$ cat src/rtl/bullet_emitter.sv
// Player bullet pool: spawns single or double volleys from the plane nose,
// moves bullets upward on each move tick, retires them at the top edge or
// on an enemy hit, and exposes a registered random-access read port.
module bullet_emitter #(
   parameter int SLOT_NUM = 8,
   parameter int STEP     = 4,
   parameter int COOLDOWN = 16,
   parameter int OFFSET   = 12,
   parameter int X_MAX    = 639
) (
   input  logic                          clk_run,
   input  logic                          rst,
   input  logic                          en_i,
   input  logic                          move_tick_i,
   input  logic                          fire_i,
   input  logic                          shoot_mode_i,
   input  logic [9:0]                    plane_x_i,
   input  logic [9:0]                    plane_y_i,
   input  logic                          hit_i,
   input  logic [$clog2(SLOT_NUM)-1:0]   hit_idx_i,
   input  logic [$clog2(SLOT_NUM)-1:0]   rd_idx_i,
   output logic                          rd_valid_o,
   output logic [9:0]                    rd_x_o,
   output logic [9:0]                    rd_y_o,
   output logic                          shot_o,
   output logic [$clog2(SLOT_NUM):0]     active_cnt_o
);

   localparam int IDX_W = $clog2(SLOT_NUM);
   localparam int CNT_W = IDX_W + 1;
   localparam int CD_W  = $clog2(COOLDOWN + 1);

   localparam logic [9:0]      STEP_Y    = 10'(STEP);
   localparam logic [10:0]     OFFSET_X  = 11'(OFFSET);
   localparam logic [10:0]     X_MAX_X   = 11'(X_MAX);
   localparam logic [CD_W-1:0] CD_RELOAD = CD_W'(COOLDOWN - 1);

   typedef struct packed {
      logic       valid;
      logic [9:0] x;
      logic [9:0] y;
   } slot_t;

   slot_t            slot_q [SLOT_NUM];
   slot_t            slot_d [SLOT_NUM];
   logic [CD_W-1:0]  cd_q;

   logic             first_found;
   logic             second_found;
   logic [IDX_W-1:0] first_idx;
   logic [IDX_W-1:0] second_idx;

   logic [10:0]      x_ext;
   logic [10:0]      x_sum;
   logic [9:0]       left_x;
   logic [9:0]       right_x;
   logic [9:0]       first_x;

   logic             volley;
   logic [CNT_W-1:0] valid_cnt;

   // Locate the two lowest-index free slots using pre-edge slot state.
   always_comb begin
      // NOTE: every variable written here gets a default first, so no path
      // through the loop can leave it unassigned and infer a latch.
      first_found  = 1'b0;
      second_found = 1'b0;
      first_idx    = '0;
      second_idx   = '0;
      for (int i = 0; i < SLOT_NUM; i++) begin
         if (!slot_q[i].valid) begin
            if (!first_found) begin
               first_found = 1'b1;
               first_idx   = IDX_W'(i);
            end else if (!second_found) begin
               second_found = 1'b1;
               second_idx   = IDX_W'(i);
            end
         end
      end
   end

   // Saturated spawn x positions for the left and right double-mode bullets.
   always_comb begin
      x_ext   = {1'b0, plane_x_i};
      x_sum   = x_ext + OFFSET_X;
      left_x  = (x_ext < OFFSET_X) ? 10'd0 : 10'(x_ext - OFFSET_X);
      right_x = (x_sum > X_MAX_X) ? X_MAX_X[9:0] : x_sum[9:0];
      first_x = shoot_mode_i ? left_x : plane_x_i;
   end

   // A volley needs a qualifying tick, an expired cooldown and a free slot.
   assign volley = en_i & move_tick_i & fire_i & (cd_q == '0) & first_found;

   // Slot next state: move/retire, then hit clear, then spawn into free slots.
   always_comb begin
      for (int i = 0; i < SLOT_NUM; i++) begin
         slot_d[i] = slot_q[i];
         if (en_i && move_tick_i && slot_q[i].valid) begin
            if (slot_q[i].y >= STEP_Y) begin
               slot_d[i].y = slot_q[i].y - STEP_Y;
            end else begin
               slot_d[i].valid = 1'b0;
            end
         end
         if (hit_i && (hit_idx_i == IDX_W'(i))) begin
            slot_d[i].valid = 1'b0;
         end
         // Spawn targets were free before the edge, so a hit there is moot.
         if (volley && (first_idx == IDX_W'(i))) begin
            slot_d[i] = '{valid: 1'b1, x: first_x, y: plane_y_i};
         end
         if (volley && shoot_mode_i && second_found && (second_idx == IDX_W'(i))) begin
            slot_d[i] = '{valid: 1'b1, x: right_x, y: plane_y_i};
         end
      end
   end

   // Number of valid slots in the current state.
   always_comb begin
      valid_cnt = '0;
      for (int i = 0; i < SLOT_NUM; i++) begin
         valid_cnt = valid_cnt + CNT_W'(slot_q[i].valid);
      end
   end

   // Slot storage register.
   always_ff @(posedge clk_run or posedge rst) begin
      // NOTE: the whole slot array is cleared on reset so stale coordinates
      // never reach the read port; non-blocking assignments keep every
      // register updating from the same pre-edge values.
      if (rst) begin
         for (int i = 0; i < SLOT_NUM; i++) begin
            slot_q[i] <= '0;
         end
      end else begin
         slot_q <= slot_d;
      end
   end

   // Cooldown counter: reload on a volley, otherwise count down per tick.
   always_ff @(posedge clk_run or posedge rst) begin
      if (rst) begin
         cd_q <= '0;
      end else if (en_i && move_tick_i) begin
         if (volley) begin
            cd_q <= CD_RELOAD;
         end else if (cd_q != '0) begin
            cd_q <= cd_q - 1'b1;
         end
      end
   end

   // Registered outputs: shot pulse, occupancy count and read port.
   always_ff @(posedge clk_run or posedge rst) begin
      if (rst) begin
         shot_o       <= 1'b0;
         active_cnt_o <= '0;
         rd_valid_o   <= 1'b0;
         rd_x_o       <= '0;
         rd_y_o       <= '0;
      end else begin
         shot_o       <= volley;
         active_cnt_o <= valid_cnt;
         rd_valid_o   <= slot_q[rd_idx_i].valid;
         rd_x_o       <= slot_q[rd_idx_i].x;
         rd_y_o       <= slot_q[rd_idx_i].y;
      end
   end

endmodule

$ cat config.mk
export PLATFORM = sky130hd
export DESIGN_NAME = bullet_emitter
export DESIGN_NICKNAME = d
export VERILOG_FILES = /design/src/rtl/bullet_emitter.sv
export SDC_FILE = /design/constraint.sdc
export NUM_CORES = 1
export LEC_CHECK = 0
export CAP_MARGIN = 20
export CORE_MARGIN = 5
export CORE_UTILIZATION = 35
export CTS_CLUSTER_SIZE = 14
export DETAILED_ROUTE_END_ITERATION = 8
export GPL_ROUTABILITY_DRIVEN = 0
export PLACE_DENSITY = 0.54
export SLEW_MARGIN = 20
export SYNTH_ARGS = -nofsm -noshare
export SYNTH_HDL_FRONTEND = slang
export SYNTH_SLANG_ARGS = --single-unit
$ cat constraint.sdc
create_clock -name clk_run -period 11.7 [get_ports clk_run]
set_input_delay 2.34 -clock clk_run [delete_from_list [all_inputs] [get_ports clk_run]]
set_output_delay 2.34 -clock clk_run [all_outputs]
set_load 0.05 [all_outputs]
======== Word level (Yosys, flattened, before mapping) ========
Index checks and enable logic that the tools add are counted.
storage, ports and cells
  memories kept ........................... 0
  word-level logic and storage cells ...... 302
  memory bits (read-only) ................. 0
  bits in writable memories ............... 0
  latch bits .............................. 0
  output and inout bits ................... 26
  bits in registers ....................... 199
  input port bits ......................... 33
operators by class
  multipliers ............................. 0
  add/sub/neg operators ................... 18
  muxes and demuxes ....................... 119
  equality and inequality tests ........... 29
  $lt $le $gt $ge ......................... 11
  bitwise gates (word level) .............. 5
  shift-type cells ........................ 0
  reduce and logical (&&, ||, !) cells .... 90
  div/mod/pow operators ................... 0
operators with widths
  cell                   number
  $mux 21                18
  $mux 10                19
  $mux 3                 30
  $ge 10x3->1 const B    8
  $sub 10x3->10 const B  8
  $bmux 21 s3            1
  $mux 1                 49
  $reduce_bool 3->1      16
  $eq 3x3->1 const B     12
  $logic_and 1x1->1      35
  $reduce_and 2->1       17
  $ne 4x1->1 const B     8
  $reduce_bool 4->1      8
  $eq 3x2->1 const B     6
  $reduce_bool 2->1      9
  $add 4x1->4            4
  $add 10x4->11 const B  1
  $gt 11x10->1 const B   1
  $lt 10x4->1 const B    1
  $mux 5                 2
  $sub 10x4->10 const B  1
  $eq 3x1->1 const B     3
  $logic_not 3->1        3
  $logic_not 5->1        1
  8 further kinds        11

======== Logic depth before layout (Yosys ltp) ========
  depth after elaboration ................. 24
  gate-level depth with buffers ........... 12
  gate-level depth less buffers ........... 9

======== Worst setup path before layout ========
OpenSTA, ideal clock, no wires.
  kind .................................... input to register
  from .................................... input plane_x_i[2]
  to ...................................... register slot_q[53] in the netlist's numbering
  setup slack ............................. 7.005 ns
  path buffers ............................ 3
  cell stages on the path ................. 12
  arrival ................................. 4.558 ns
  required time ........................... 11.563 ns
  cell sequence ........................... clkbuf_1 > inv_1 > ha_1 > nor4bb_1 > o21ai_1 > o21ai_0 > and4b_1 > o41ai_1 > clkbuf_1 > nor2b_1 > clkbuf_1 > mux2i_1
on the way
  longest elaborated chain between the ends .. 5
  elaborated cells on any way between the ends .. 8
RTL lines
  element                                                                RTL line  text
  from (decl)                                                            17        input logic [9:0] plane_x_i,
  parallel branches: the longest is 4 deep, another holds $add 10x4->11  n/a
  $mux 21 (*)                                                            113       if (volley && shoot_mode_i && second_found && (second_idx == IDX_W'(i))) begin
  to (signal assigned)                                                   137       slot_q <= slot_d;
  to (decl)                                                              44        slot_t slot_q [SLOT_NUM];
Every way passes the cells marked *. The select of a mux whose other input is x is not followed.
A chain may end at the register's enable or synchronous reset.

======== Final worst setup path ========
  from .................................... input en_i
  to ...................................... register slot_q[110] in the netlist's numbering
on the way
  longest elaborated chain between the ends .. 9
  elaborated cells on any way between the ends .. 15
RTL lines
  element                             RTL line  text
  from (decl)                         13        input logic en_i,
  $and 1x1->1 (4 in a row)            93        assign volley = en_i & move_tick_i & fire_i & (cd_q == '0) & first_found;
  $logic_and 1x1->1 (3 in a row)      113
  $reduce_bool 3->1 (no source line)  n/a
  $reduce_and 2->1 (no source line)   n/a
Several ways; a longest one is shown, not always the timed one. The select of a mux whose other input is x is not followed.

==> reports/metrics.cfg <==
[drt]
wl_per_cell_um=22.4
top_layer_used=met4
wl_met2_mm=17.9
vias=9498
drt_iter0_markers=822
wl_mm=37.9
met1_length_mm=17.3
met3_length_mm=1.86
ant_nets=0
dr.pass1.iters=7
drc=0
routed_via_density=5.62

[cts]
postCtsHoldBufs=0
cts-buffers-inserted=17
cts_root_buf=clkbuf_16
clock_latency_ns=0.45
cts_setup_buffers=0
cts_htree_levels=4
cts_buffer_depth=2
cts_tree=built
clk_pin_slew_ns=0.08
clkSinkCount=199
ctsResizeCount=0

[timing]
drv_slew=0
finalHoldViolCount=0
relSlewSlack_pct=27.7
tns_ns=0
fmax_ghz=0.195
holdWs_ns=0.479
layout_worst_path_cycle_share_pct=43.8
min_period_ns=5.13
finalWorstSetupSlack_ns=6.57
worstMarginPinSlew_ns=1.08
setup_viol=0
clock_skew_ns=0.00885
rsz0062_at_grt=no

[synthesis]
avgSynthCellArea_um2=10.5
synth_ff_type=dfrtp_1
yosysMostFrequentCell=dfrtp_1
yosysTopAreaCellShare_pct=39.7
async_flop_share_pct=100
yosysTopAreaCell=dfrtp_1
syn_inst=1190
synth_common_cells=dfrtp_1 (199), mux2i_1 (113), nand2_1 (106), nor2_1 (65), inv_1 (52)
syn_area_um2=12500
ys_warn_count=0
synth-seq-cells=199
synth_area_leaders=dfrtp_1 (40%), mux2i_1 (9.0%), mux4_2 (7.6%), nand2_1 (3.2%), mux2_2 (3.1%)
yosysUniqueCellTypes=88
synth_nets=1255
synth_edf_count=0
seq_area_frac_synth_pct=39.7

[placed_design]
port_buffers=58
hpwlAfterDp_mm=26.5
place_ws_ns=6.21

[cells_and_area]
seq_area_um2=4980
fillers=3498
nets=1280
diodes=0
post-route-util_pct=39.7
area.growth.synth_to_final_pct=12.4
drive_gt1_share_pct=13.4
multi_input_area_um2=7050

[power]
p_per_area_nw_per_um2=134
p_leak_nw=6.42
vdd_ir_drop_max_mv=0.0966

[worst_setup_path]
end_kind=register
critPathLaunchType=primary input
cp_max_fo=15
max_stage_delay_ns=0.67
crit_arrival_ns=5.47
crit_path_top_delay_cell=and3b_1
criticalPathCategory=primary input to register
required_ns=12.04
crit_chain=clkdlybuf4s50_1, and2_1, and4b_1, and3_1, nand3_1, and3b_1, buf_4, o32ai_1, a211o_1

[floorplan]
die_area_um2=39700
core_area_um2=35500
start_util_pct=35.3
die_w_um=199
io_pins=59
die_h_um=199
fp-row-count=69

[worst_hold_path]
hold_path.class=register to register

[global_routing]
grt_antenna_before_repair=0
grt_max_degree=82
grt_pass1_vias=9485
grt_remaining_overflow=0
grt_pass1_wl_mm=58.7
track_usage_pct=19.3

[job]
maxCapViolCount=0

[status]
run_status=finished, final reports clean

## kinds of logic after synthesis
logic type | Yosys count | share of synthesized area, %
XOR/XNOR | 57 | 3.98
buffers and inverters | 121 | 4.03
AO/OA/AOI/OAI | 202 | 11.8
adder cells (fa/ha/maj) | 33 | 3.53
multiplexers | 210 | 21.5
AND/OR/NAND/NOR | 368 | 15.4
flip-flops | 199 | 39.7
## area by class of cell
| class | instances | area share [%] |
|---|---|---|
| multi-input cells | 870 | 50.1 |
| flip-flops and latches | 199 | 35.4 |
| repair buffers | 74 | 4.96 |
| well taps | 461 | 4.09 |
| clock buffers | 18 | 3.05 |
| inverters | 53 | 1.47 |
| clock inverters | 14 | 1.00 |
## through the flow
step,power (mW),cells,area [um^2]
3_5_place_dp,1.31,1657,13500
5_1_grt,1.98,1689,14100
3_3_place_gp,1.30,1656,13500
4_1_cts,1.90,1689,14100
6_report,1.89,1689,14100
2_1_floorplan,1.16,1190,12500
## placed cells by master (no fill, tap or decap), drive strengths merged, types with 12 or more instances in the layout
| master | netlist | routed |
|---|---|---|
| clkdlybuf4s50 | 0 | 56 |
| inv | 53 | 60 |
| nor3 | 17 | 17 |
| and2 | 14 | 14 |
| ha | 28 | 28 |
| nor4 | 18 | 18 |
| mux2i | 113 | 113 |
| a21o | 12 | 12 |
| dfrtp | 199 | 199 |
| nand2b | 18 | 18 |
| mux4 | 42 | 42 |
| a21oi | 44 | 44 |
| nand2 | 107 | 107 |
| clkbuf | 33 | 18 |
| xor2 | 21 | 21 |
| mux2 | 55 | 55 |
| a211o | 18 | 18 |
| nand3 | 27 | 27 |
| nor2 | 68 | 68 |
| xnor2 | 36 | 36 |
| nor2b | 22 | 22 |
| or2 | 12 | 12 |
| o211ai | 14 | 14 |
| buf | 35 | 18 |
| o21ai | 36 | 36 |
## where the power goes
group	internal [mW]	switching [mW]	total, mW	leakage [nW]
sequential	0.770	0.0736	0.844	2.70
clock	0.301	0.297	0.598	0.272
combinational	0.188	0.258	0.446	3.44
total	1.26	0.629	1.89	6.42
## worst max-delay path: cells and delay by family
kind / cells / cell delay [ns]
and+or+nand+nor: 5 / 1.91
buffers and inverters: 2 / 0.80
AOI/OAI and AO/OA: 2 / 0.40
## per-layer routing
metal / track usage [%] / up-vias
met5: 0 / -
met4: 5.47 / 0
met3: 2.85 / 36
met2: 30.7 / 295
met1: 27.6 / 4791
li1: - / 4376
## flip-flops by register name, indices dropped and copies added, names as in the netlist
register / count
active_cnt_o: 4
cd_q: 5
rd_valid_o: 1
rd_x_o: 10
rd_y_o: 10
shot_o: 1
slot_q: 168
## path summary, 6_finish.rpt
path	start	end	slack, ns	depth (start not counted)
setup / recovery	en_i	slot_q[110]	6.57	9
hold / removal	slot_q[17]	slot_q[17]	0.48	1
setup reg to reg	slot_q[146]	slot_q[110]	7.40	9
hold reg to reg	slot_q[17]	slot_q[17]	0.48	1
max in group asynchronous	rst	slot_q[38]	7.31	4
min in group asynchronous	rst	active_cnt_o[2]	2.34	2
Note: power is estimated with default switching activity, not from simulation.
